<file path="src/rtl/rabbit_keystream_xor.sv">
// Rabbit keystream consumer: buffers 128-bit keystream blocks and XORs them LSB-slice-first onto a data stream.
// Optional block-usage counter output blk_used enabled by defining RABBIT_XOR_STATS_EN.
module rabbit_keystream_xor #(
    parameter int DATA_W   = 32,
    parameter int KS_DEPTH = 2
) (
    input  logic              clk,
    input  logic              rst_n,
    input  logic              flush,
    input  logic [127:0]      ks_in,
    input  logic              ks_valid,
    output logic              ks_ready,
    input  logic [DATA_W-1:0] din,
    input  logic              din_last,
    input  logic              din_valid,
    output logic              din_ready,
    output logic [DATA_W-1:0] dout,
    output logic              dout_last,
    output logic              dout_valid,
    input  logic              dout_ready
`ifdef RABBIT_XOR_STATS_EN
    ,
    output logic [31:0]       blk_used
`endif
);

    localparam int NSL = 128 / DATA_W;
    localparam int IW  = (NSL > 1) ? $clog2(NSL) : 1;
    localparam int PW  = (KS_DEPTH > 1) ? $clog2(KS_DEPTH) : 1;
    localparam int CW  = $clog2(KS_DEPTH + 1);

    logic [127:0]      mem_q [KS_DEPTH];
    logic [CW-1:0]     count_q, count_d;
    logic [PW-1:0]     rdPtr_q, rdPtr_d;
    logic [PW-1:0]     wrPtr_q, wrPtr_d;
    logic [IW-1:0]     idx_q, idx_d;
    logic [DATA_W-1:0] dout_q, dout_d;
    logic              doutLast_q, doutLast_d;
    logic              doutValid_q, doutValid_d;

    logic              push;
    logic              accept;
    logic              pop;
    logic              lastSlice;
    logic [127:0]      head;
    logic [DATA_W-1:0] headSlice;

    // Ready terms depend only on registered state (plus flush/dout_ready), never on ks_valid.
    assign ks_ready  = !flush && (count_q < CW'(KS_DEPTH));
    assign din_ready = !flush && (count_q != '0) && (!doutValid_q || dout_ready);

    assign push      = ks_valid && ks_ready;
    assign accept    = din_valid && din_ready;
    assign lastSlice = (idx_q == IW'(NSL - 1));
    assign pop       = accept && (lastSlice || din_last);

    assign head      = mem_q[rdPtr_q];
    assign headSlice = head[int'(idx_q)*DATA_W +: DATA_W];

    assign dout       = dout_q;
    assign dout_last  = doutLast_q;
    assign dout_valid = doutValid_q;

    always_comb begin
        count_d     = count_q;
        rdPtr_d     = rdPtr_q;
        wrPtr_d     = wrPtr_q;
        idx_d       = idx_q;
        dout_d      = dout_q;
        doutLast_d  = doutLast_q;
        doutValid_d = doutValid_q;

        if (flush) begin
            count_d     = '0;
            rdPtr_d     = '0;
            wrPtr_d     = '0;
            idx_d       = '0;
            dout_d      = '0;
            doutLast_d  = 1'b0;
            doutValid_d = 1'b0;
        end else begin
            if (push) begin
                wrPtr_d = (wrPtr_q == PW'(KS_DEPTH - 1)) ? '0 : wrPtr_q + PW'(1);
            end
            if (pop) begin
                rdPtr_d = (rdPtr_q == PW'(KS_DEPTH - 1)) ? '0 : rdPtr_q + PW'(1);
            end
            if (push && !pop) begin
                count_d = count_q + CW'(1);
            end else if (pop && !push) begin
                count_d = count_q - CW'(1);
            end

            // A din_last word discards the rest of the block so the next message starts fresh.
            if (accept) begin
                dout_d      = din ^ headSlice;
                doutLast_d  = din_last;
                doutValid_d = 1'b1;
                idx_d       = pop ? '0 : idx_q + IW'(1);
            end else if (dout_ready) begin
                doutValid_d = 1'b0;
            end
        end
    end

    always_ff @(posedge clk) begin
        if (push) begin
            mem_q[wrPtr_q] <= ks_in;
        end
    end

    always_ff @(posedge clk or negedge rst_n) begin
        if (!rst_n) begin
            count_q     <= '0;
            rdPtr_q     <= '0;
            wrPtr_q     <= '0;
            idx_q       <= '0;
            dout_q      <= '0;
            doutLast_q  <= 1'b0;
            doutValid_q <= 1'b0;
        end else begin
            count_q     <= count_d;
            rdPtr_q     <= rdPtr_d;
            wrPtr_q     <= wrPtr_d;
            idx_q       <= idx_d;
            dout_q      <= dout_d;
            doutLast_q  <= doutLast_d;
            doutValid_q <= doutValid_d;
        end
    end

`ifdef RABBIT_XOR_STATS_EN
    logic [31:0] blkUsed_q;

    always_ff @(posedge clk or negedge rst_n) begin
        if (!rst_n) begin
            blkUsed_q <= '0;
        end else if (flush) begin
            blkUsed_q <= '0;
        end else if (pop) begin
            blkUsed_q <= blkUsed_q + 32'd1;
        end
    end

    assign blk_used = blkUsed_q;
`endif

endmodule

</file>
<file path="config.mk">
export PLATFORM = sky130hd
export DESIGN_NAME = rabbit_keystream_xor
export DESIGN_NICKNAME = d
export VERILOG_FILES = /design/src/rtl/rabbit_keystream_xor.sv
export SDC_FILE = /design/constraint.sdc
export NUM_CORES = 1
export LEC_CHECK = 0
export ABC_AREA = 0
export BUFFER_PORTS_ARGS = -buffer_cell sky130_fd_sc_hd__buf_2
export CAP_MARGIN = 20
export CORE_UTILIZATION = 45
export CTS_BUF_LIST = sky130_fd_sc_hd__clkbuf_4
export CTS_CLUSTER_SIZE = 25
export DETAILED_ROUTE_END_ITERATION = 16
export PLACE_DENSITY = 0.63
export RECOVER_POWER = 25
export SYNTH_ARGS = -nofsm -noshare
export SYNTH_HDL_FRONTEND = slang
export SYNTH_SLANG_ARGS = --single-unit
</file>
<file path="constraint.sdc">
create_clock -name clk -period 11.2 [get_ports clk]
set_input_delay 2.24 -clock clk [delete_from_list [all_inputs] [get_ports clk]]
set_output_delay 2.24 -clock clk [all_outputs]
set_load 0.05 [all_outputs]
</file>
**Yosys cells after proc, flatten, opt, wreduce, memory -nomap -nowiden**

Memories as Yosys holds them, arrays and structs flattened.
Index checks and enable logic that the tools add are counted.

- Add/sub/neg operators: 5
- Multipliers: 0
- Div/mod/pow operators: 0
- Magnitude comparators: 1
- Eq/ne operators: 1
- Shift operators: 1
- Muxes and demuxes: 21
- Bitwise logic cells: 1
- Reductions and logical operators: 20

Operators with widths:

| kind | count |
|---|---|
| $shiftx A128 B8 Y32 | 1 |
| $mux W32 | 2 |
| $xor A32 B32 Y32 | 1 |
| $mux W1 | 13 |
| $mux W2 | 6 |
| $logic_and A1 B1 Y1 | 8 |
| $reduce_bool A2 Y1 | 4 |
| $reduce_bool A3 Y1 | 2 |
| $add A2 B1 Y2 const B | 2 |
| $logic_not A1 Y1 | 4 |
| $add A1 B1 Y1 const B | 2 |
| $eq A2 B2 Y1 const B | 1 |
| $logic_or A1 B1 Y1 | 2 |
| $lt A2 B2 Y1 const B | 1 |
| $sub A2 B1 Y2 const B | 1 |

- Bits in registers: 40
- Latch bits: 0
- Memory bits (writable): 256
- ROM bits: 0
- Bits of input ports: 167
- Logic and storage cells: 58
- Memories kept: 1

Memory list:

| memory | words | width | read ports | clocked after memory_dff | write ports | RTL line | text |
|---|---|---|---|---|---|---|---|
| mem_q | 2 | 128 | 1 | 0 | 1 | 32 | `logic [127:0] mem_q [KS_DEPTH];` |

**Depth between registers and ports, before layout**

- Word-level depth: 9
- Gate-level depth with buffers: 6

**Worst setup path before layout**

Ideal clock, no wire load.

- Path type: input to register
- From: input flush
- To: memory mem_q[0][0], enable pin
- Setup time: 0.617 ns
- Arrival: 8.593 ns
- Path slack: 1.990 ns
- Stages: 4
- Path buffers: 1
- Cells stage by stage: clkbuf_1 -> nor2_1 -> nand2_1 -> nor2_1

- Cells in the longest elaborated chain, start to end: 5

Ends and longest elaborated chain:

| element | RTL line | text |
|---|---|---|
| start: declaration | 9 | `input logic flush,` |
| $logic_not A1 Y1 | 49 | `assign ks_ready = !flush && (count_q < CW'(KS_DEPTH));` |
| $logic_and A1 B1 Y1 | 49 |  |
| named net ks_ready | 12 | `output logic ks_ready,` |
| $logic_and A1 B1 Y1 | 52 | `assign push = ks_valid && ks_ready;` |
| $mux W1 | 107 | `if (push) begin` |
| $mux W1 (not written as such) | 108 | `mem_q[wrPtr_q] <= ks_in;` |
| end: declaration | 32 |  |

The timed path passes the listed nets, and every way through them passes these cells.

**Worst setup path after layout**

- From: input flush
- To: output din_ready

- Cells in the longest elaborated chain, start to end: 3

Ends and longest elaborated chain:

| element | RTL line | text |
|---|---|---|
| $logic_not A1 Y1 | 50 | `assign din_ready = !flush && (count_q != '0) && (!doutValid_q \|\| dout_ready);` |
| $logic_and A1 B1 Y1 (2 in a row) | 50 |  |
| end: declaration | 16 | `output logic din_ready,` |

No other way between the ends.

==> impl_results.md <==
* Status: finished clean
* Total power at 2.47 mW
* Finished Layout Cells at 1201
* Area of the mapped netlist at 11400 um2
* Adder-cell share of the synthesized area at 0.00110
* Most used cell, CP: buf_2
* Multi-input logic area at 2570 um2
* Crit. Startpoint: flush
* Clk root buf: clkbuf_4
* Sw Ratio at 0.238
* Setup bufs post-CTS at 0
* R2R setup slack at 8380 ps
* DRC Markers at 0
* Vias at 6163
* Worst-path cell with the longest stage delay: inv_2
* Crit path launch type: input pin
* Hold Crit Class: reg -> reg
* Final Cycle Share at 0.507
* Worst Setup End Kind: output pin
* Max stage delay on crit path at 540 ps
* Clock slew at the register clock pins of the worst setup and hold paths at 60 ps
* Hold-fix buffers, CTS at 0
* Post-synth top flop: edfxtp_1
* Largest net degree at the start of global routing at 67
* DRT iter0 DRCs at 405
* Synth unique cells at 28
* DP Wirelength at 14200 um
* Post-synth EDFFs at 256
* Insertion delay to the later sink of the worst-skew pair at 660 ps
* Fillers at 2029
* Num CTS Buffers at 77
* Initial core utilization at 0.464
* Post-Synthesis Cells at 553
* Setup CP Type: in -> out
* Top Ports at 203
* Worst-path maximum fanout at 37
* Ys Warns at 0
* Final Util at 0.558
* Max Transition Viols Final at 0
* Hold slack at 514 ps
* Final Hold Viols at 0
* Ratio of cells with drive above 1 in the final layout at 0.423
* Clock power share at 0.378
* MaxCap Viol Count at 0
* CTS Buffer Depth at 3
* Reg2reg end: dout[28]
* Pwr Density at 180 nW/um2
* Via density at 5.13
* Synth Area in XOR/XNOR at 0.0268
* Die area at 26000 um2
* Worst Path Required at 8960 ps
* Most numerous cell in the Yosys netlist: edfxtp_1
* Post-Synth Simple-Gate Area at 0.0234
* Slew HR at 0.337
* Worst slew pin tran at 994 ps
* RSZ-0062 raised after global routing: no
* Post-synthesis sequential area ratio at 0.760
* Count of input and output buffers at 202
* Final setup vio count at 0
* Setup TNS at 0 ps
* Synth-to-layout area growth at 20.1%
* Row cnt at 57
* Asr flop ratio synth at 0.135
* Comb pwr share at 0.096
* Placer Congestion at 0.732
* Synth area leaders: edfxtp_1 67%, mux4_2 13%, dfrtp_1 8.8%
* Syn nets at 721
* Layout Skew at 57.0 ps
* Initial antenna violation count at 3
* Post-layout min period at 5680 ps
* First-pass GRT wire length at 36300 um
* FF+latch area at 8700 um2
* R2r worst-path depth at 5
* Final ANT Viol Nets at 0
* Compound-cell area share of the yosys netlist at 0.0184
* Pre-antenna DRT Iters at 5
* P_int at 1.88 mW
* Mux contribution to synthesized area at 0.154
* Core Area at 24600 um2
* Commonest cells in the netlist: 256 x edfxtp_1, 64 x mux4_2, 40 x dfrtp_1
* Post-synthesis area per instance at 20.7 um2
* Vias in the first global route at 6847
* Max VDD drop at 0.000111 V
* DIE HEIGHT at 161 um
* Reg power frac at 0.526
* Yosys top cell by area: edfxtp_1
* Register bit count reported by yosys at 296
* Max Fclk at 176 MHz
* Reg2reg start: rdPtr_q
* # clock sinks at 296
* GRT Total Usage at 0.186
* CP arrival at 3440 ps
* Worst Setup EP: din_ready
* Top-area cell type share of the netlist area at 0.673
* Hold Path Depth at 2
* CTS tree: built
* Nets at 980
* CP Cell Sequence: buf_2, inv_2, and3_1, buf_2
* Die width at 161 um
* Drt total wl at 23000 um
* Wirelength per Cell at 19.2 um
* H-Tree Depth at 3
* Cells after DPL at 1057
* Total gr overflow at 0
* Pleak at 4.97 nW
* Largest family of logic cells by synthesized area: multiplexers
* Psw at 588 uW
* Post-cts resize count at 0
==> per-layer routing <==
metal  global-route usage  share of wire  routed length (um)
met5                    0        0.00052                  12
met4               0.0849          0.018                 419
met3               0.0580          0.066                1530
met2                0.322           0.52               12100
met1                0.210           0.39                8980
==> flip-flops by register name (all words and copies together), names as in the netlist <==
| signal | count |
|---|---|
| dout | 32 |
| rdPtr_q | 1 |
| idx_q | 2 |
| dout_valid | 1 |
| count_q | 2 |
| mem_q | 256 |
| wrPtr_q | 1 |
| dout_last | 1 |
==> worst max-delay path: cells and delay by family <==
family	cells	cell delay (ps)
AND/OR/NAND/NOR	1	250
buffers and inverters	3	950
==> cell type report <==
| type | count | share of cell area |
|---|---|---|
| diodes | 3 | 0.000547 |
| clock buffers | 130 | 0.0711 |
| clock inverters | 11 | 0.00337 |
| inverters | 2 | 0.000547 |
| multi-input cells | 226 | 0.187 |
| flip-flops and latches | 296 | 0.634 |
| well taps | 324 | 0.0296 |
| repair buffers | 209 | 0.0734 |
==> logic make-up after synthesis <==
| group | after synthesis |
|---|---|
| xor gates and xnor gates | 35 |
| AOI/OAI and AO/OA | 41 |
| DFF | 296 |
| buffers and inverters | 31 |
| and+or+nand+nor | 53 |
| adders and majority gates | 1 |
| muxes | 96 |
==> placed cells by master (no fill, tap or decap), types with 32 or more instances in the layout <==
cell / n
xor2_1: 33
mux2i_1: 32
dfrtp_1: 37
o21ai_1: 32
nand3_1: 35
clkbuf_4: 130
buf_2: 157
clkbuf_1: 43
edfxtp_1: 256
mux4_2: 64
==> stage by stage <==
stage	instance area, um2	setup WS [ps]
after floorplan	11400	1990
after global placement	12700	5500
after detailed placement	12700	5490
after CTS	13800	5490
after global routing	13700	5430
final	13700	5520
==> power groups by stage <==
| stage | clock, mW | sequential, mW | combinational [mW] |
|---|---|---|---|
| after floorplan | 0 | 1.36 | 0.118 |
| after global placement | 0 | 1.32 | 0.235 |
| after detailed placement | 0 | 1.32 | 0.242 |
| after CTS | 0.965 | 1.30 | 0.242 |
| after global routing | 1.03 | 1.30 | 0.255 |
| final | 0.933 | 1.30 | 0.236 |
==> worst min path at each step <==
stage	startpoint	to
global placement	dout_last	dout_last
global route	dout[29]	dout[29]
floorplan	wrPtr_q	wrPtr_q
detailed placement	dout[25]	dout[25]
CTS	dout_last	dout_last
finish	dout_last	dout_last
(Power assumes the default switching activity.)
